**config.mk**
```make
export PLATFORM = sky130hd
export DESIGN_NAME = proj_input_merger
export DESIGN_NICKNAME = d
export VERILOG_FILES = /design/src/rtl/proj_merge_pkg.sv /design/src/rtl/proj_skid_fifo.sv /design/src/rtl/proj_input_merger.sv
export SDC_FILE = /design/constraint.sdc
export NUM_CORES = 1
export LEC_CHECK = 0
export CAP_MARGIN = 5
export CORE_AREA = 3 3 291 293
export CTS_BUF_LIST = sky130_fd_sc_hd__clkbuf_8 sky130_fd_sc_hd__clkbuf_16
export CTS_CLUSTER_DIAMETER = 100
export DETAILED_ROUTE_END_ITERATION = 16
export DIE_AREA = 0 0 294 296
export GPL_TIMING_DRIVEN = 0
export SYNTH_ARGS = -nofsm -noshare
export SYNTH_HDL_FRONTEND = slang
export SYNTH_SLANG_ARGS = --single-unit
```
**constraint.sdc**
```tcl
create_clock -name i_clk -period 8.71 [get_ports i_clk]
set_input_delay 1.742 -clock i_clk [delete_from_list [all_inputs] [get_ports i_clk]]
set_output_delay 1.742 -clock i_clk [all_outputs]
set_load 0.1 [all_outputs]
```
**src/rtl/proj_merge_pkg.sv**
```systemverilog
// Shared types and index helpers for the projection input merger.
// All flattened buses are channel-major; nentries is additionally page-minor.
package proj_merge_pkg;

  typedef enum logic [1:0] {
    StIdle,
    StRun,
    StDrain,
    StDone
  } state_e;

  function automatic int unsigned clog2(input int unsigned n);
    int unsigned r;
    r = 0;
    for (longint unsigned v = 1; v < longint'(n); v = v << 1) r++;
    return r;
  endfunction

  // Index width that never collapses to zero bits.
  function automatic int unsigned idx_w(input int unsigned n);
    return (n > 1) ? clog2(n) : 1;
  endfunction

  function automatic int unsigned data_lsb(input int unsigned ch, input int unsigned data_w);
    return ch * data_w;
  endfunction

  function automatic int unsigned addr_lsb(input int unsigned ch, input int unsigned ra_w);
    return ch * ra_w;
  endfunction

  function automatic int unsigned nent_lsb(input int unsigned ch, input int unsigned page,
                                           input int unsigned npage,
                                           input int unsigned nent_w);
    return (ch * npage + page) * nent_w;
  endfunction

endpackage

```
**src/rtl/proj_skid_fifo.sv**
```systemverilog
// Small synchronous FIFO with occupancy count; push and pop may coincide.
// Storage is cleared on reset so the head reads zero while empty after reset.
module proj_skid_fifo
  import proj_merge_pkg::*;
#(
  parameter int unsigned DEPTH = 4,
  parameter int unsigned WIDTH = 8
) (
  input  logic                           i_clk,
  input  logic                           i_reset_n,
  input  logic                           i_push,
  input  logic [WIDTH-1:0]               i_wdata,
  input  logic                           i_pop,
  output logic [WIDTH-1:0]               o_rdata,
  output logic                           o_empty,
  output logic [idx_w(DEPTH+1)-1:0]      o_count
);

  localparam int unsigned PTR_W = idx_w(DEPTH);
  localparam int unsigned CNT_W = idx_w(DEPTH + 1);

  logic [WIDTH-1:0] r_mem [DEPTH];
  logic [PTR_W-1:0] r_wr, r_rd;
  logic [CNT_W-1:0] r_cnt;
  logic             w_do_push, w_do_pop;

  assign w_do_pop  = i_pop && (r_cnt != '0);
  assign w_do_push = i_push && ((r_cnt != CNT_W'(DEPTH)) || w_do_pop);
  assign o_rdata   = r_mem[r_rd];
  assign o_empty   = (r_cnt == '0);
  assign o_count   = r_cnt;

  always_ff @(posedge i_clk or negedge i_reset_n) begin
    if (!i_reset_n) begin
      r_wr  <= '0;
      r_rd  <= '0;
      r_cnt <= '0;
      for (int i = 0; i < DEPTH; i++) r_mem[i] <= '0;
    end else begin
      if (w_do_push) begin
        r_mem[r_wr] <= i_wdata;
        r_wr        <= (r_wr == PTR_W'(DEPTH - 1)) ? '0 : r_wr + 1'b1;
      end
      if (w_do_pop) r_rd <= (r_rd == PTR_W'(DEPTH - 1)) ? '0 : r_rd + 1'b1;
      if (w_do_push && !w_do_pop)      r_cnt <= r_cnt + 1'b1;
      else if (w_do_pop && !w_do_push) r_cnt <= r_cnt - 1'b1;
    end
  end

endmodule

```
**src/rtl/proj_input_merger.sv**
```systemverilog
// Reads one BX page from NCH projection memories and merges them into a single
// channel-tagged ready/valid stream, with credit-based flow control and a cycle budget.
module proj_input_merger
  import proj_merge_pkg::*;
#(
  parameter int unsigned NCH     = 8,
  parameter int unsigned DATA_W  = 60,
  parameter int unsigned ADDR_W  = 7,
  parameter int unsigned NPAGE   = 2,
  parameter int unsigned NENT_W  = 8,
  parameter int unsigned BX_W    = 3,
  parameter int unsigned RD_LAT  = 2,
  parameter int unsigned MAX_CYC = 108
) (
  input  logic                                i_clk,
  input  logic                                i_reset_n,
  input  logic                                i_start,
  input  logic [BX_W-1:0]                     i_bx_in,
  output logic [NCH-1:0]                      o_in_enb,
  output logic [NCH*(clog2(NPAGE)+ADDR_W)-1:0] o_in_readaddr,
  input  logic [NCH*DATA_W-1:0]               i_in_dout,
  input  logic [NCH*NPAGE*NENT_W-1:0]         i_in_nentries,
  output logic                                o_out_valid,
  input  logic                                i_out_ready,
  output logic [DATA_W-1:0]                   o_out_data,
  output logic [idx_w(NCH)-1:0]               o_out_chan,
  output logic [BX_W-1:0]                     o_bx_out,
  output logic                                o_done,
  output logic                                o_truncated
);

  localparam int unsigned PAGE_W   = clog2(NPAGE);
  localparam int unsigned CH_W     = idx_w(NCH);
  localparam int unsigned RA_W     = PAGE_W + ADDR_W;
  localparam int unsigned CNT_W    = ADDR_W + 1;
  localparam int unsigned CYC_W    = idx_w(MAX_CYC + 1);
  localparam int unsigned DEPTH    = RD_LAT + 2;
  localparam int unsigned FCNT_W   = idx_w(DEPTH + 1);
  localparam int unsigned PAGE_MAX = 2 ** ADDR_W;

  state_e            r_state, w_state_d;
  logic [BX_W-1:0]   r_bx, r_bx_out;
  logic [PAGE_W-1:0] r_page, w_snap_page;
  logic [CNT_W-1:0]  r_cnt [NCH];
  logic [CNT_W-1:0]  r_rdptr [NCH];
  logic [CNT_W-1:0]  w_snap_cnt [NCH];
  logic [RA_W-1:0]   r_addr_hold [NCH];
  logic [CYC_W-1:0]  r_cyc;
  logic              r_trunc;
  logic [RD_LAT-1:0] r_sr_vld;
  logic [CH_W-1:0]   r_sr_ch [RD_LAT];

  logic              w_any_left, w_left_after, w_issue, w_credit_ok, w_budget_end;
  logic [CH_W-1:0]   w_sel, w_arr_ch;
  logic [RA_W-1:0]   w_issue_addr;
  int                w_inflight;
  logic              w_push, w_pop, w_fifo_empty;
  logic [FCNT_W-1:0] w_fifo_cnt;
  logic [DATA_W+CH_W-1:0] w_fifo_rdata;

  assign w_snap_page = i_bx_in[PAGE_W-1:0];

  // Entry counts for the incoming event, clamped so reads never cross into the next page.
  always_comb begin
    for (int ch = 0; ch < NCH; ch++) begin
      logic [NENT_W-1:0] n;
      n = i_in_nentries[nent_lsb(ch, 32'(w_snap_page), NPAGE, NENT_W) +: NENT_W];
      w_snap_cnt[ch] = (32'(n) > PAGE_MAX) ? CNT_W'(PAGE_MAX) : CNT_W'(n);
    end
  end

  always_comb begin
    w_any_left = 1'b0;
    w_sel      = '0;
    for (int ch = NCH - 1; ch >= 0; ch--) begin
      if (r_rdptr[ch] < r_cnt[ch]) begin
        w_any_left = 1'b1;
        w_sel      = CH_W'(ch);
      end
    end
  end

  // Credits: a read may only go out if its word is guaranteed a FIFO slot on arrival.
  assign w_inflight   = $countones(r_sr_vld);
  assign w_credit_ok  = (int'(DEPTH) - int'(w_fifo_cnt) - w_inflight) > 0;
  assign w_issue      = (r_state == StRun) && w_any_left && w_credit_ok;
  assign w_budget_end = (r_cyc == CYC_W'(MAX_CYC - 1));
  assign w_issue_addr = {r_page, r_rdptr[w_sel][ADDR_W-1:0]};

  always_comb begin
    w_left_after = 1'b0;
    for (int ch = 0; ch < NCH; ch++) begin
      if ((r_rdptr[ch] < r_cnt[ch]) &&
          !(w_issue && (w_sel == CH_W'(ch)) && (r_rdptr[ch] + 1'b1 == r_cnt[ch]))) begin
        w_left_after = 1'b1;
      end
    end
  end

  always_comb begin
    o_in_enb      = '0;
    o_in_readaddr = '0;
    for (int ch = 0; ch < NCH; ch++) begin
      o_in_enb[ch] = w_issue && (w_sel == CH_W'(ch));
      o_in_readaddr[addr_lsb(ch, RA_W) +: RA_W] = o_in_enb[ch] ? w_issue_addr : r_addr_hold[ch];
    end
  end

  always_comb begin
    w_state_d = r_state;
    case (r_state)
      StIdle:  if (i_start) w_state_d = StRun;
      StRun:   if (!w_any_left || w_budget_end) w_state_d = StDrain;
      StDrain: if ((w_inflight == 0) && w_fifo_empty) w_state_d = StDone;
      StDone:  w_state_d = StIdle;
      default: w_state_d = StIdle;
    endcase
  end

  always_ff @(posedge i_clk or negedge i_reset_n) begin
    if (!i_reset_n) begin
      r_state  <= StIdle;
      r_bx     <= '0;
      r_bx_out <= '0;
      r_page   <= '0;
      r_cyc    <= '0;
      r_trunc  <= 1'b0;
      r_sr_vld <= '0;
      for (int ch = 0; ch < NCH; ch++) begin
        r_cnt[ch]       <= '0;
        r_rdptr[ch]     <= '0;
        r_addr_hold[ch] <= '0;
      end
      for (int i = 0; i < RD_LAT; i++) r_sr_ch[i] <= '0;
    end else begin
      r_state     <= w_state_d;
      r_sr_vld[0] <= w_issue;
      r_sr_ch[0]  <= w_sel;
      for (int i = 1; i < RD_LAT; i++) begin
        r_sr_vld[i] <= r_sr_vld[i-1];
        r_sr_ch[i]  <= r_sr_ch[i-1];
      end
      if ((r_state == StIdle) && i_start) begin
        r_bx    <= i_bx_in;
        r_page  <= w_snap_page;
        r_cyc   <= '0;
        r_trunc <= 1'b0;
        for (int ch = 0; ch < NCH; ch++) begin
          r_cnt[ch]   <= w_snap_cnt[ch];
          r_rdptr[ch] <= '0;
        end
      end
      if (r_state == StRun) begin
        r_cyc <= r_cyc + 1'b1;
        if (w_budget_end && w_left_after) r_trunc <= 1'b1;
      end
      if (w_issue) begin
        r_rdptr[w_sel]     <= r_rdptr[w_sel] + 1'b1;
        r_addr_hold[w_sel] <= w_issue_addr;
      end
      if ((r_state == StDrain) && (w_state_d == StDone)) r_bx_out <= r_bx;
    end
  end

  assign w_push   = r_sr_vld[RD_LAT-1];
  assign w_arr_ch = r_sr_ch[RD_LAT-1];
  assign w_pop    = o_out_valid && i_out_ready;

  proj_skid_fifo #(
    .DEPTH (DEPTH),
    .WIDTH (DATA_W + CH_W)
  ) u_fifo (
    .i_clk     (i_clk),
    .i_reset_n (i_reset_n),
    .i_push    (w_push),
    .i_wdata   ({w_arr_ch, i_in_dout[data_lsb(32'(w_arr_ch), DATA_W) +: DATA_W]}),
    .i_pop     (w_pop),
    .o_rdata   (w_fifo_rdata),
    .o_empty   (w_fifo_empty),
    .o_count   (w_fifo_cnt)
  );

  assign o_out_valid = !w_fifo_empty;
  assign o_out_data  = w_fifo_rdata[DATA_W-1:0];
  assign o_out_chan  = w_fifo_rdata[DATA_W+CH_W-1:DATA_W];
  assign o_done      = (r_state == StDone);
  assign o_bx_out    = r_bx_out;
  assign o_truncated = r_trunc;

endmodule

```
==> run_summary.xml, run 1 <==
<?xml version="1.0" encoding="UTF-8"?>
<metrics>
  <group name="critical_path">
    <metric name="timing.critical_path.from_type" unit="">register</metric>
    <metric name="critical_path.n_buffers_inverters" unit="">4</metric>
    <metric name="cp.required" unit="ns">6.97</metric>
    <metric name="timing.critical_path.slowest_cell_delay" unit="ns">1.01</metric>
    <metric name="critPathSlowestCell" unit="">clkdlybuf4s50_1</metric>
    <metric name="start_to_end_type_of_the_worst_setup_path" unit="">register to output port</metric>
    <metric name="gate_family_responsible_for_the_most_delay_along_the_worst_path" unit="">buffers and inverters</metric>
    <metric name="worst_ep_arrival_time" unit="ns">5.97</metric>
    <metric name="critical_path_sink_type" unit="">output port</metric>
    <metric name="worstPathMaxFanout" unit="">10</metric>
    <metric name="cp_cell_sequence" unit="">ha_1, nand4_1, a21oi_1, nor2_1, o311ai_4, inv_2, a221o_1, o31ai_1, buf_2, clkbuf_1, o21ai_0, clkdlybuf4s50_1</metric>
  </group>
  <group name="floorplanning">
    <metric name="die_x" unit="um">294</metric>
    <metric name="floorplan.rows" unit="">105</metric>
    <metric name="die_height" unit="um">296</metric>
    <metric name="boundaryPins" unit="">756</metric>
    <metric name="die-area" unit="um2">87020</metric>
    <metric name="floorplan.initialDensity" unit="%">33.84</metric>
    <metric name="fp.coreArea" unit="um2">82110</metric>
  </group>
  <group name="synthesis">
    <metric name="seq_area_frac_synth" unit="%">42.78</metric>
    <metric name="synth_top_cells_by_count" unit="">dfrtp_1 (475), nand2_1 (418), o21ai_0 (406)</metric>
    <metric name="synth_area_leader_cell" unit="">dfrtp_1</metric>
    <metric name="ys_top_cells_by_area" unit="">dfrtp_1 (43%), mux4_2 (15%), o21ai_0 (7.3%)</metric>
    <metric name="synthCells" unit="">2652</metric>
    <metric name="mappedNetlistArea" unit="um2">27790</metric>
    <metric name="syn_area_per_cell" unit="um2">10.48</metric>
    <metric name="synth.net_count" unit="">3356</metric>
    <metric name="synth_cell_types" unit="">78</metric>
    <metric name="ys_seq_elements" unit="">475</metric>
    <metric name="synth_flop_cell" unit="">dfrtp_1</metric>
    <metric name="most_instantiated_library_cell_after_synthesis" unit="">dfrtp_1</metric>
    <metric name="ys_async_sr_fraction" unit="%">100.0</metric>
    <metric name="synth_largest_type_area_fraction" unit="%">42.78</metric>
    <metric name="synth-edff-count" unit="">0</metric>
    <metric name="yosysWarnings" unit="">0</metric>
  </group>
  <group name="clock_network">
    <metric name="htree_num_levels" unit="">2</metric>
    <metric name="clock_insertion_delay_worst_skew" unit="ns">0.63</metric>
    <metric name="maximum_count_of_clock_buffers_along_a_single_path" unit="">3</metric>
    <metric name="clock-root-buffer" unit="">clkbuf_16</metric>
    <metric name="postCtsResizedCells" unit="">0</metric>
    <metric name="tritoncts" unit="">built</metric>
    <metric name="cts-hold-fix-buffers" unit="">0</metric>
    <metric name="clock_sink_count" unit="">475</metric>
    <metric name="path_clk_slew" unit="ns">0.06</metric>
    <metric name="cts-buffers-inserted" unit="">55</metric>
    <metric name="postCtsSetupRepairBufs" unit="">0</metric>
  </group>
  <group name="timing">
    <metric name="final.hold.worst_slack" unit="ns">0.3498</metric>
    <metric name="fin_worst_skew" unit="ns">0.02993</metric>
    <metric name="slew-limit-headroom" unit="%">10.90</metric>
    <metric name="totalNegativeSetupSlack" unit="ns">0</metric>
    <metric name="post-route-min-period" unit="ns">7.709</metric>
    <metric name="setup_viol" unit="">0</metric>
    <metric name="max_clock_freq" unit="MHz">129.7</metric>
    <metric name="final_hold_viol_count" unit="">0</metric>
    <metric name="worst-slew-pin-transition" unit="ns">1.336</metric>
    <metric name="rsz0062_at_grt" unit="">no</metric>
    <metric name="period_share" unit="%">88.51</metric>
    <metric name="finalMaxSlewViolations" unit="">0</metric>
  </group>
  <group name="pwr">
    <metric name="power.ir.vdd_worst" unit="uV">642.7</metric>
    <metric name="power_density" unit="nW/um2">388.9</metric>
    <metric name="leakage" unit="nW">15.88</metric>
    <metric name="finalPower" unit="mW">15.04</metric>
  </group>
  <group name="min_path">
    <metric name="hp-class" unit="">register to register</metric>
  </group>
  <group name="placed_design">
    <metric name="number_of_instances_in_the_placed_design" unit="">4481</metric>
    <metric name="dpl_cell_area" unit="um2">36790</metric>
    <metric name="routabilityCongestion" unit="">0.9483</metric>
    <metric name="placement.io_buffers" unit="">754</metric>
    <metric name="detailedPlacementHpwl" unit="mm">98.64</metric>
  </group>
  <group name="route">
    <metric name="vias" unit="">25391</metric>
    <metric name="initialDrtViolationCount" unit="">1760</metric>
    <metric name="antenna_violating_nets_remaining" unit="">0</metric>
    <metric name="postRouteWirelength" unit="mm">124.8</metric>
    <metric name="wire_per_inst" unit="um">27.09</metric>
    <metric name="routed_via_density" unit="">5.514</metric>
    <metric name="detailedRoute.firstPassIterationCount" unit="">6</metric>
    <metric name="drc" unit="">0</metric>
  </group>
  <group name="grt">
    <metric name="grt_antenna_before_repair" unit="">44</metric>
    <metric name="via_count_of_the_first_global_routing_pass" unit="">25790</metric>
    <metric name="grt.overflow.total" unit="">0</metric>
    <metric name="pin_count_of_the_biggest_net_entering_global_routing" unit="">113</metric>
    <metric name="wire_length_of_the_first_global_routing_pass" unit="mm">176.7</metric>
    <metric name="groute.usage.overall" unit="%">27.57</metric>
  </group>
  <group name="final_layout">
    <metric name="share_of_layout_cells_above_drive_strength_1" unit="%">9.980</metric>
    <metric name="fin_nets" unit="">4172</metric>
    <metric name="postLayoutCellArea" unit="um2">38680</metric>
    <metric name="syn2layout_area_growth" unit="%">39.21</metric>
    <metric name="final_cell_count_no_fill" unit="">4605</metric>
  </group>
  <group name="flow_run">
    <metric name="drv.max_cap_violation_count" unit="">0</metric>
  </group>
  <group name="run_status">
    <metric name="outcome" unit="">finished, final reports clean</metric>
  </group>
</metrics>
[where the power goes]
| group | switching (mW) | total, mW | internal, mW |
|---|---|---|---|
| logic | 6.09 | 8.88 | 2.79 |
| registers | 0.712 | 3.82 | 3.11 |
| clock network | 0.982 | 2.34 | 1.36 |
| total | 7.79 | 15.0 | 7.26 |
[per-stage QoR]
step | worst slack (ns) | util [%]
2_1_floorplan | 2.288 | -
3_3_place_gp | -16.31 | 44.66
3_5_place_dp | 1.737 | 44.81
4_1_cts | 1.043 | 47.02
5_1_grt | 0.8001 | 47.10
6_report | 1.001 | 47.11
[flip-flops by register name, indices dropped and copies added, names as in the netlist, 3 cells and up]
| name | cells |
|---|---|
| r_addr_hold | 64 |
| r_cnt | 64 |
| r_rdptr | 64 |
| r_sr_ch | 3 |
| o_bx_out | 3 |
| w_arr_ch | 3 |
| r_bx | 3 |
| u_fifo.o_count | 3 |
| r_cyc | 7 |
| u_fifo.r_mem | 252 |
[cell usage in the layout, fill, tap and decap left out, types with 13 or more instances in the layout]
cell,count
nand3_1,110
a21o_1,17
nor3_1,25
o21ai_1,22
a21oi_1,48
mux2_2,20
o21ai_0,406
buf_1,41
clkdlybuf4s50_1,753
ha_1,87
mux2i_1,138
and2_1,13
nor2_1,44
xnor2_1,45
nand2_1,418
clkbuf_1,129
clkbuf_16,55
o211ai_1,26
diode_2,28
o22ai_1,55
inv_1,102
nand4_1,34
xor2_1,31
dfrtp_1,475
mux4_2,183
[cells by family after synthesis]
logic type               share of synthesized area (%)
AO/OA/AOI/OAI                                    14.61
adder cells (fa/ha/maj)                          4.062
buffers and inverters                            3.927
AND/OR/NAND/NOR                                  11.49
XOR/XNOR                                         2.513
multiplexers                                     20.62
flip-flops                                       42.78
[routing by layer]
metal	wire [um]	vias up	global-route usage, %	part of all wire [%]
met3	8969	239	6.366	7.2
met1	47100	12728	32.30	38
met4	6763	2	15.03	5.4
met2	61900	979	47.02	50
li1	-	11443	-	-
met5	13	-	0	0.010
[final timing paths]
path                                        from                          end  slack, ns  cells past startpoint
min in group asynchronous              i_reset_n  r_addr_hold[13]$_DFFE_PN0P_       1.12                      1
hold / removal              r_sr_ch[5]$_DFF_PN0_        w_arr_ch[2]$_DFF_PN0_       0.35                      0
setup reg to reg            r_rdptr[5]$_DFF_PN0_        r_rdptr[26]$_DFF_PN0_       3.19                     18
hold reg to reg             r_sr_ch[5]$_DFF_PN0_        w_arr_ch[2]$_DFF_PN0_       0.35                      0
max in group asynchronous              i_reset_n   u_fifo.r_rd[1]$_DFFE_PN0P_       5.60                      4
setup / recovery           r_rdptr[30]$_DFF_PN0_            o_in_readaddr[12]       1.00                     12
[worst register-to-register path, delay by kind of cell, from the launching register on]
family / cells / cell delay [ns]
buf+inv: 6 / 1.25
xor+xnor: 1 / 1.03
fa+ha+maj: 2 / 0.54
mux: 1 / 0.12
flops: 1 / 0.49
compound gates: 7 / 1.85
simple gates: 1 / 0.09
[layout make-up]
| class | instances | area [um2] |
|---|---|---|
| fill | 7760 | 43430 |
| multi-input combinational | 1895 | 14810 |
| sequential | 475 | 11890 |
| timing repair buffer | 759 | 7667 |
| clock buffer | 66 | 1528 |
| tap | 1070 | 1339 |
| buffer | 183 | 720.7 |
| inverter | 99 | 371.6 |
| clock inverter | 30 | 289.0 |
| antenna | 28 | 70.07 |
No activity file was read; power rests on OpenSTA's default activity.
==> run 2: changes to the inputs <==
--- a/config.mk
+++ b/config.mk
@@ -6,12 +6,14 @@
 export NUM_CORES = 1
 export LEC_CHECK = 0
 export CAP_MARGIN = 5
-export CORE_AREA = 3 3 291 293
+export CORE_AREA = 3 3 296 298
 export CTS_BUF_LIST = sky130_fd_sc_hd__clkbuf_8 sky130_fd_sc_hd__clkbuf_16
 export CTS_CLUSTER_DIAMETER = 100
 export DETAILED_ROUTE_END_ITERATION = 16
-export DIE_AREA = 0 0 294 296
+export DIE_AREA = 0 0 299 301
 export GPL_TIMING_DRIVEN = 0
+export PLACE_DENSITY = 0.66
 export SYNTH_ARGS = -nofsm -noshare
 export SYNTH_HDL_FRONTEND = slang
+export SYNTH_HIERARCHICAL = 1
 export SYNTH_SLANG_ARGS = --single-unit
==> run 2 against run 1 <==
Effect of this change: design area up 2.3%; largest power group unchanged; combinational power up 3.0%; highest routed layer unchanged; core utilization down 0.61 points; routed wire length down 9.1%.
==> run_summary.xml, run 2 <==
<?xml version="1.0" encoding="UTF-8"?>
<metrics>
  <group name="run_status">
    <metric name="outcome" unit="">finished, final reports clean</metric>
  </group>
  <group name="clock_network">
    <metric name="clock-root-buffer" unit="">clkbuf_16</metric>
    <metric name="cts-buffers-inserted" unit="">54</metric>
    <metric name="htree_num_levels" unit="">2</metric>
    <metric name="postCtsResizedCells" unit="">0</metric>
    <metric name="maximum_count_of_clock_buffers_along_a_single_path" unit="">3</metric>
    <metric name="clock_insertion_delay_worst_skew" unit="ns">0.63</metric>
    <metric name="tritoncts" unit="">built</metric>
    <metric name="clock_sink_count" unit="">475</metric>
    <metric name="path_clk_slew" unit="ns">0.07</metric>
    <metric name="cts-hold-fix-buffers" unit="">0</metric>
    <metric name="postCtsSetupRepairBufs" unit="">0</metric>
  </group>
  <group name="critical_path">
    <metric name="worst_ep_arrival_time" unit="ns">6.69</metric>
    <metric name="critPathSlowestCell" unit="">clkdlybuf4s50_1</metric>
    <metric name="cp.required" unit="ns">6.97</metric>
    <metric name="start_to_end_type_of_the_worst_setup_path" unit="">register to output port</metric>
    <metric name="worstPathMaxFanout" unit="">10</metric>
    <metric name="cp_common_cell" unit="">nand2_1</metric>
    <metric name="critical_path_sink_type" unit="">output port</metric>
    <metric name="timing.critical_path.from_type" unit="">register</metric>
    <metric name="cp_cell_sequence" unit="">ha_1, nor2b_1, o211ai_1, a21oi_1, a211oi_1, o221ai_2, buf_4, mux2i_1, nand2_1, a32oi_1, clkbuf_1, nand2_1, nand2_1, clkdlybuf4s50_1</metric>
    <metric name="reg2reg_setup_slack" unit="ns">2.07</metric>
    <metric name="timing.critical_path.slowest_cell_delay" unit="ns">1.15</metric>
  </group>
  <group name="synthesis">
    <metric name="synth_flop_cell" unit="">dfrtp_1</metric>
    <metric name="seq_area_frac_synth" unit="%">41.43</metric>
    <metric name="synth_largest_type_area_fraction" unit="%">41.43</metric>
    <metric name="synth_top_cells_by_count" unit="">dfrtp_1 (475), mux2_2 (322), nand2_1 (241)</metric>
    <metric name="most_instantiated_library_cell_after_synthesis" unit="">dfrtp_1</metric>
    <metric name="syn_area_per_cell" unit="um2">11.78</metric>
    <metric name="synth.net_count" unit="">3137</metric>
    <metric name="ys_async_sr_fraction" unit="%">100.0</metric>
    <metric name="mappedNetlistArea" unit="um2">28690</metric>
    <metric name="synth_area_leader_cell" unit="">dfrtp_1</metric>
    <metric name="ys_top_cells_by_area" unit="">dfrtp_1 (41%), mux4_2 (14%), mux2_2 (13%)</metric>
    <metric name="synthCells" unit="">2435</metric>
    <metric name="synth_cell_types" unit="">82</metric>
    <metric name="synth-edff-count" unit="">0</metric>
    <metric name="ys_seq_elements" unit="">475</metric>
    <metric name="yosysWarnings" unit="">6</metric>
  </group>
  <group name="timing">
    <metric name="slew-limit-headroom" unit="%">9.236</metric>
    <metric name="rsz0062_at_grt" unit="">no</metric>
    <metric name="post-route-min-period" unit="ns">8.435</metric>
    <metric name="worst-slew-pin-transition" unit="ns">1.352</metric>
    <metric name="fin_worst_skew" unit="ns">0.02826</metric>
    <metric name="max_clock_freq" unit="MHz">118.6</metric>
    <metric name="setup_viol" unit="">0</metric>
    <metric name="finalMaxSlewViolations" unit="">0</metric>
    <metric name="period_share" unit="%">96.84</metric>
    <metric name="final_hold_viol_count" unit="">0</metric>
  </group>
  <group name="final_layout">
    <metric name="largest_reg_flops" unit="">252</metric>
    <metric name="layout.cells.most_common" unit="">clkdlybuf4s50_1</metric>
    <metric name="final_cell_count_no_fill" unit="">4434</metric>
    <metric name="fin_nets" unit="">3951</metric>
    <metric name="final_core_util" unit="%">46.49</metric>
    <metric name="top_register" unit="">u_fifo/r_mem</metric>
    <metric name="share_of_layout_cells_above_drive_strength_1" unit="%">20.35</metric>
    <metric name="postLayoutCellArea" unit="um2">39590</metric>
    <metric name="syn2layout_area_growth" unit="%">37.98</metric>
    <metric name="most-common-layout-cells" unit="">clkdlybuf4s50_1 (753), dfrtp_1 (475), mux2_2 (322), nand2_1 (241), mux4_2 (183)</metric>
  </group>
  <group name="grt">
    <metric name="groute.usage.overall" unit="%">24.50</metric>
    <metric name="grt.overflow.total" unit="">0</metric>
    <metric name="grt_antenna_before_repair" unit="">8</metric>
    <metric name="wire_length_of_the_first_global_routing_pass" unit="mm">165.6</metric>
    <metric name="pin_count_of_the_biggest_net_entering_global_routing" unit="">123</metric>
    <metric name="via_count_of_the_first_global_routing_pass" unit="">25009</metric>
  </group>
  <group name="pwr">
    <metric name="leakage" unit="nW">16.02</metric>
    <metric name="power_density" unit="nW/um2">387.9</metric>
    <metric name="power.ir.vdd_worst" unit="uV">330.0</metric>
  </group>
  <group name="placed_design">
    <metric name="detailedPlacementHpwl" unit="mm">90.20</metric>
    <metric name="placement.io_buffers" unit="">754</metric>
    <metric name="routabilityCongestion" unit="">1.003</metric>
    <metric name="dpl_cell_area" unit="um2">37790</metric>
    <metric name="number_of_instances_in_the_placed_design" unit="">4337</metric>
  </group>
  <group name="floorplanning">
    <metric name="die_x" unit="um">299</metric>
    <metric name="die-area" unit="um2">90000</metric>
    <metric name="floorplan.initialDensity" unit="%">33.70</metric>
    <metric name="die_height" unit="um">301</metric>
    <metric name="floorplan.rows" unit="">107</metric>
    <metric name="fp.coreArea" unit="um2">85150</metric>
    <metric name="boundaryPins" unit="">756</metric>
  </group>
  <group name="route">
    <metric name="routed_via_density" unit="">5.443</metric>
    <metric name="postRouteWirelength" unit="mm">113.4</metric>
    <metric name="vias" unit="">24134</metric>
    <metric name="detailedRoute.firstPassIterationCount" unit="">6</metric>
    <metric name="drc" unit="">0</metric>
    <metric name="antenna_violating_nets_remaining" unit="">0</metric>
    <metric name="initialDrtViolationCount" unit="">1774</metric>
    <metric name="wire_per_inst" unit="um">25.57</metric>
  </group>
  <group name="min_path">
    <metric name="hp-class" unit="">register to register</metric>
  </group>
  <group name="flow_run">
    <metric name="drv.max_cap_violation_count" unit="">0</metric>
  </group>
</metrics>
## run 2: final cells by class
class                      count  area [um2]
antenna                        3       7.507
buffer                       158       828.3
clock buffer                  64        1489
clock inverter                30       300.3
fill                        7913       45560
inverter                      97       364.1
multi-input combinational   1705       15620
sequential                   475       11890
tap                         1144        1431
timing repair buffer         758        7662
## run 2: where the power goes
group | switching (mW) | internal (mW)
logic | 5.97 | 3.18
clock network | 0.959 | 1.36
registers | 0.726 | 3.16
total | 7.66 | 7.70
## run 2: worst max-delay path, delay by kind of cell (launching register included)
family,cells,cell delay (ns)
simple gates,4,0.51
buf+inv,3,2.17
compound gates,5,2.27
flops,1,0.55
fa+ha+maj,1,0.30
mux,1,0.26
## run 2: metal layers
metal	vias to the layer above	wire length, um	global-route usage [%]
met5	-	27	0
met4	4	6292	11.60
met3	225	6937	4.311
met2	932	57580	43.71
met1	12161	42550	28.51
li1	10812	-	-
## run 2: metrics by stage
step / setup TNS [ns] / worst slack [ns] / power (mW) / hold WS (ns)
after floorplan: 0 / 1.922 / 10.27 / 0.3312
after global placement: -7495.42 / -15.88 / 12.99 / 0.3385
after detailed placement: 0 / 1.045 / 13.09 / 0.3370
after CTS: 0 / 0.3437 / 15.47 / 0.3535
after global routing: 0 / 0.02828 / 16.12 / 0.3620
final: 0 / 0.2754 / 15.36 / 0.3485
## run 2: logic make-up (layout without fill, tap and decap cells)
family,Yosys count,after routing,share of synthesized area (%)
flip-flops,475,475,41.43
XOR/XNOR,82,82,2.529
buffers and inverters,255,1107,4.156
adder cells (fa/ha/maj),87,87,3.846
AO/OA/AOI/OAI,403,403,9.319
other,0,3,0
AND/OR/NAND/NOR,560,560,9.345
multiplexers,573,573,29.38
## run 2: final timing paths
path | from | to | cells past startpoint
max | r_rdptr[1]$_DFF_PN0_ | o_in_readaddr[32] | 14
min | r_sr_ch[5]$_DFF_PN0_ | w_arr_ch[2]$_DFF_PN0_ | 0
max reg2reg | r_rdptr[1]$_DFF_PN0_ | r_rdptr[44]$_DFF_PN0_ | 16
min reg2reg | r_sr_ch[5]$_DFF_PN0_ | w_arr_ch[2]$_DFF_PN0_ | 0
max in group asynchronous | i_reset_n | u_fifo/r_mem[39]$_DFFE_PN0P_ | 4
min in group asynchronous | i_reset_n | r_addr_hold[23]$_DFFE_PN0P_ | 1
==> run 3: changes to the inputs <==
--- a/config.mk
+++ b/config.mk
@@ -5,7 +5,7 @@
 export SDC_FILE = /design/constraint.sdc
 export NUM_CORES = 1
 export LEC_CHECK = 0
-export CAP_MARGIN = 5
+export CAP_MARGIN = 20
 export CORE_AREA = 3 3 296 298
 export CTS_BUF_LIST = sky130_fd_sc_hd__clkbuf_8 sky130_fd_sc_hd__clkbuf_16
 export CTS_CLUSTER_DIAMETER = 100
==> constraint.sdc (replaced) <==
create_clock -name i_clk -period 9.3 [get_ports i_clk]
set_input_delay 1.86 -clock i_clk [delete_from_list [all_inputs] [get_ports i_clk]]
set_output_delay 1.86 -clock i_clk [all_outputs]
set_load 0.1 [all_outputs]
==> run 3 against run 2 <==
Effect of this change: combinational power shrank 3.5%; sequential share of layout area shrank 0.27 points; critical path depth is the same; core utilization grew 0.42 points; largest cell class unchanged; largest power group unchanged; highest routed layer unchanged.
==> run_summary.xml, run 3 (synthesis gave the netlist of run 2 again) <==
<?xml version="1.0" encoding="UTF-8"?>
<metrics>
  <group name="run_status">
    <metric name="outcome" unit="">finished, final reports clean</metric>
  </group>
  <group name="final_layout">
    <metric name="share_of_layout_cells_above_drive_strength_1" unit="%">20.90</metric>
    <metric name="top_register" unit="">u_fifo/r_mem</metric>
    <metric name="final_core_util" unit="%">46.92</metric>
    <metric name="syn2layout_area_growth" unit="%">39.23</metric>
    <metric name="layout.cells.most_common" unit="">clkdlybuf4s50_1</metric>
    <metric name="largest_reg_flops" unit="">252</metric>
    <metric name="nFillCells" unit="">7807</metric>
    <metric name="final_cell_count_no_fill" unit="">4448</metric>
    <metric name="most-common-layout-cells" unit="">clkdlybuf4s50_1 (753), dfrtp_1 (475), mux2_2 (322), nand2_1 (241), mux4_2 (183)</metric>
    <metric name="postLayoutCellArea" unit="um2">39950</metric>
    <metric name="fin_nets" unit="">3962</metric>
    <metric name="multi_input_area" unit="um2">15620</metric>
    <metric name="regArea" unit="um2">11890</metric>
  </group>
  <group name="route">
    <metric name="routed_via_density" unit="">5.455</metric>
    <metric name="wire_per_inst" unit="um">25.49</metric>
    <metric name="postRouteWirelength" unit="mm">113.4</metric>
    <metric name="detailedRoute.firstPassIterationCount" unit="">6</metric>
    <metric name="antenna_violating_nets_remaining" unit="">0</metric>
    <metric name="drc" unit="">0</metric>
    <metric name="vias" unit="">24265</metric>
    <metric name="initialDrtViolationCount" unit="">1842</metric>
  </group>
  <group name="clock_network">
    <metric name="maximum_count_of_clock_buffers_along_a_single_path" unit="">3</metric>
    <metric name="postCtsResizedCells" unit="">0</metric>
    <metric name="postCtsSetupRepairBufs" unit="">0</metric>
    <metric name="htree_num_levels" unit="">2</metric>
    <metric name="clock-root-buffer" unit="">clkbuf_16</metric>
    <metric name="cts-buffers-inserted" unit="">53</metric>
    <metric name="clock_insertion_delay_worst_skew" unit="ns">0.62</metric>
    <metric name="cts-hold-fix-buffers" unit="">0</metric>
    <metric name="path_clk_slew" unit="ns">0.06</metric>
    <metric name="tritoncts" unit="">built</metric>
    <metric name="clock_sink_count" unit="">475</metric>
  </group>
  <group name="critical_path">
    <metric name="timing.critical_path.from_type" unit="">register</metric>
    <metric name="start_to_end_type_of_the_worst_setup_path" unit="">register to output port</metric>
    <metric name="cp_common_cell" unit="">nand2_1</metric>
    <metric name="critPathSlowestCell" unit="">clkdlybuf4s50_1</metric>
    <metric name="worst_ep_arrival_time" unit="ns">6.70</metric>
    <metric name="cp_cell_sequence" unit="">ha_1, o211ai_1, o21a_1, a31oi_2, o21ai_2, nor4_1, or2_1, buf_2, a221oi_1, a32oi_1, clkbuf_1, nand2_1, nand2_1, clkdlybuf4s50_1</metric>
    <metric name="timing.critical_path.slowest_cell_delay" unit="ns">1.15</metric>
    <metric name="cp.required" unit="ns">7.44</metric>
    <metric name="critical_path_sink_type" unit="">output port</metric>
    <metric name="worstPathMaxFanout" unit="">10</metric>
  </group>
  <group name="floorplanning">
    <metric name="boundaryPins" unit="">756</metric>
    <metric name="die_x" unit="um">299</metric>
    <metric name="floorplan.rows" unit="">107</metric>
    <metric name="die_height" unit="um">301</metric>
    <metric name="fp.coreArea" unit="um2">85150</metric>
    <metric name="floorplan.initialDensity" unit="%">33.70</metric>
    <metric name="die-area" unit="um2">90000</metric>
  </group>
  <group name="pwr">
    <metric name="power_density" unit="nW/um2">368.4</metric>
    <metric name="power.ir.vdd_worst" unit="uV">296.2</metric>
    <metric name="internal-power" unit="mW">7.511</metric>
    <metric name="p_clk_share" unit="%">15.3</metric>
    <metric name="p_sw" unit="mW">7.207</metric>
    <metric name="finalPower" unit="mW">14.72</metric>
    <metric name="comb_power_share" unit="%">60.0</metric>
    <metric name="share_seq_of_total_power" unit="%">24.7</metric>
    <metric name="leakage" unit="nW">16.16</metric>
    <metric name="netSwitchingFraction" unit="%">48.97</metric>
  </group>
  <group name="timing">
    <metric name="final.hold.worst_slack" unit="ns">0.3538</metric>
    <metric name="slew-limit-headroom" unit="%">15.80</metric>
    <metric name="fin_worst_skew" unit="ns">0.04189</metric>
    <metric name="totalNegativeSetupSlack" unit="ns">0</metric>
    <metric name="period_share" unit="%">92.06</metric>
    <metric name="setup_viol" unit="">0</metric>
    <metric name="final_hold_viol_count" unit="">0</metric>
    <metric name="post-route-min-period" unit="ns">8.561</metric>
    <metric name="finalMaxSlewViolations" unit="">0</metric>
    <metric name="max_clock_freq" unit="MHz">116.8</metric>
    <metric name="rsz0062_at_grt" unit="">no</metric>
    <metric name="layout_setup_ws" unit="ns">0.7386</metric>
    <metric name="worst-slew-pin-transition" unit="ns">1.263</metric>
  </group>
  <group name="min_path">
    <metric name="hp-class" unit="">register to register</metric>
  </group>
  <group name="grt">
    <metric name="groute.usage.overall" unit="%">24.37</metric>
    <metric name="grt_antenna_before_repair" unit="">8</metric>
    <metric name="via_count_of_the_first_global_routing_pass" unit="">25055</metric>
    <metric name="wire_length_of_the_first_global_routing_pass" unit="mm">164.7</metric>
    <metric name="grt.overflow.total" unit="">0</metric>
    <metric name="pin_count_of_the_biggest_net_entering_global_routing" unit="">123</metric>
  </group>
  <group name="flow_run">
    <metric name="drv.max_cap_violation_count" unit="">0</metric>
  </group>
  <group name="placed_design">
    <metric name="dpl_cell_area" unit="um2">38050</metric>
    <metric name="placement.io_buffers" unit="">754</metric>
    <metric name="detailedPlace.worstSlack" unit="ns">1.611</metric>
    <metric name="number_of_instances_in_the_placed_design" unit="">4349</metric>
    <metric name="detailedPlacementHpwl" unit="mm">90.29</metric>
    <metric name="routabilityCongestion" unit="">1.003</metric>
  </group>
</metrics>
[run 3: worst paths after layout]
| kind | start | end | slack (ns) | cells past startpoint |
|---|---|---|---|---|
| setup / recovery | r_rdptr[45]$_DFF_PN0_ | o_in_readaddr[32] | 0.74 | 14 |
| hold / removal | r_sr_ch[3]$_DFF_PN0_ | w_arr_ch[0]$_DFF_PN0_ | 0.35 | 0 |
| setup reg to reg | r_rdptr[45]$_DFF_PN0_ | r_rdptr[44]$_DFF_PN0_ | 2.68 | 16 |
| hold reg to reg | r_sr_ch[3]$_DFF_PN0_ | w_arr_ch[0]$_DFF_PN0_ | 0.35 | 0 |
| max in group asynchronous | i_reset_n | u_fifo/r_mem[39]$_DFFE_PN0P_ | 6.31 | 4 |
| min in group asynchronous | i_reset_n | r_addr_hold[39]$_DFFE_PN0P_ | 1.11 | 1 |
[run 3: power by group through the flow]
stage	sequential [mW]	combinational (mW)	clock, mW
5_1_grt	3.74	9.29	2.40
3_5_place_dp	3.66	8.85	0
2_1_floorplan	3.42	6.19	0
6_report	3.64	8.83	2.26
4_1_cts	3.62	8.88	2.31
3_3_place_gp	3.64	8.52	0
[run 3: worst max-delay path, delay by kind of cell, from the launching register on]
| family | cells | cell delay, ns |
|---|---|---|
| adders and majority gates | 1 | 0.37 |
| AOI/OAI and AO/OA | 6 | 2.05 |
| buffers and inverters | 3 | 2.04 |
| and+or+nand+nor | 4 | 1.06 |
| DFF | 1 | 0.52 |
[run 3: routing by layer]
layer	track usage [%]	wire, um
met1	28.19	42300
met4	11.35	6054
met3	4.290	7413
met5	0	13
met2	43.79	57600
[run 3: cell type report]
| cell class | count | share of cell area, % |
|---|---|---|
| sequential | 475 | 29.76 |
| inverter | 97 | 0.9115 |
| clock buffer | 65 | 3.762 |
| antenna | 3 | 0.01879 |
| timing repair buffer | 770 | 19.83 |
| buffer | 158 | 2.073 |
| clock inverter | 31 | 0.9647 |
| tap | 1144 | 3.583 |
| multi-input combinational | 1705 | 39.10 |
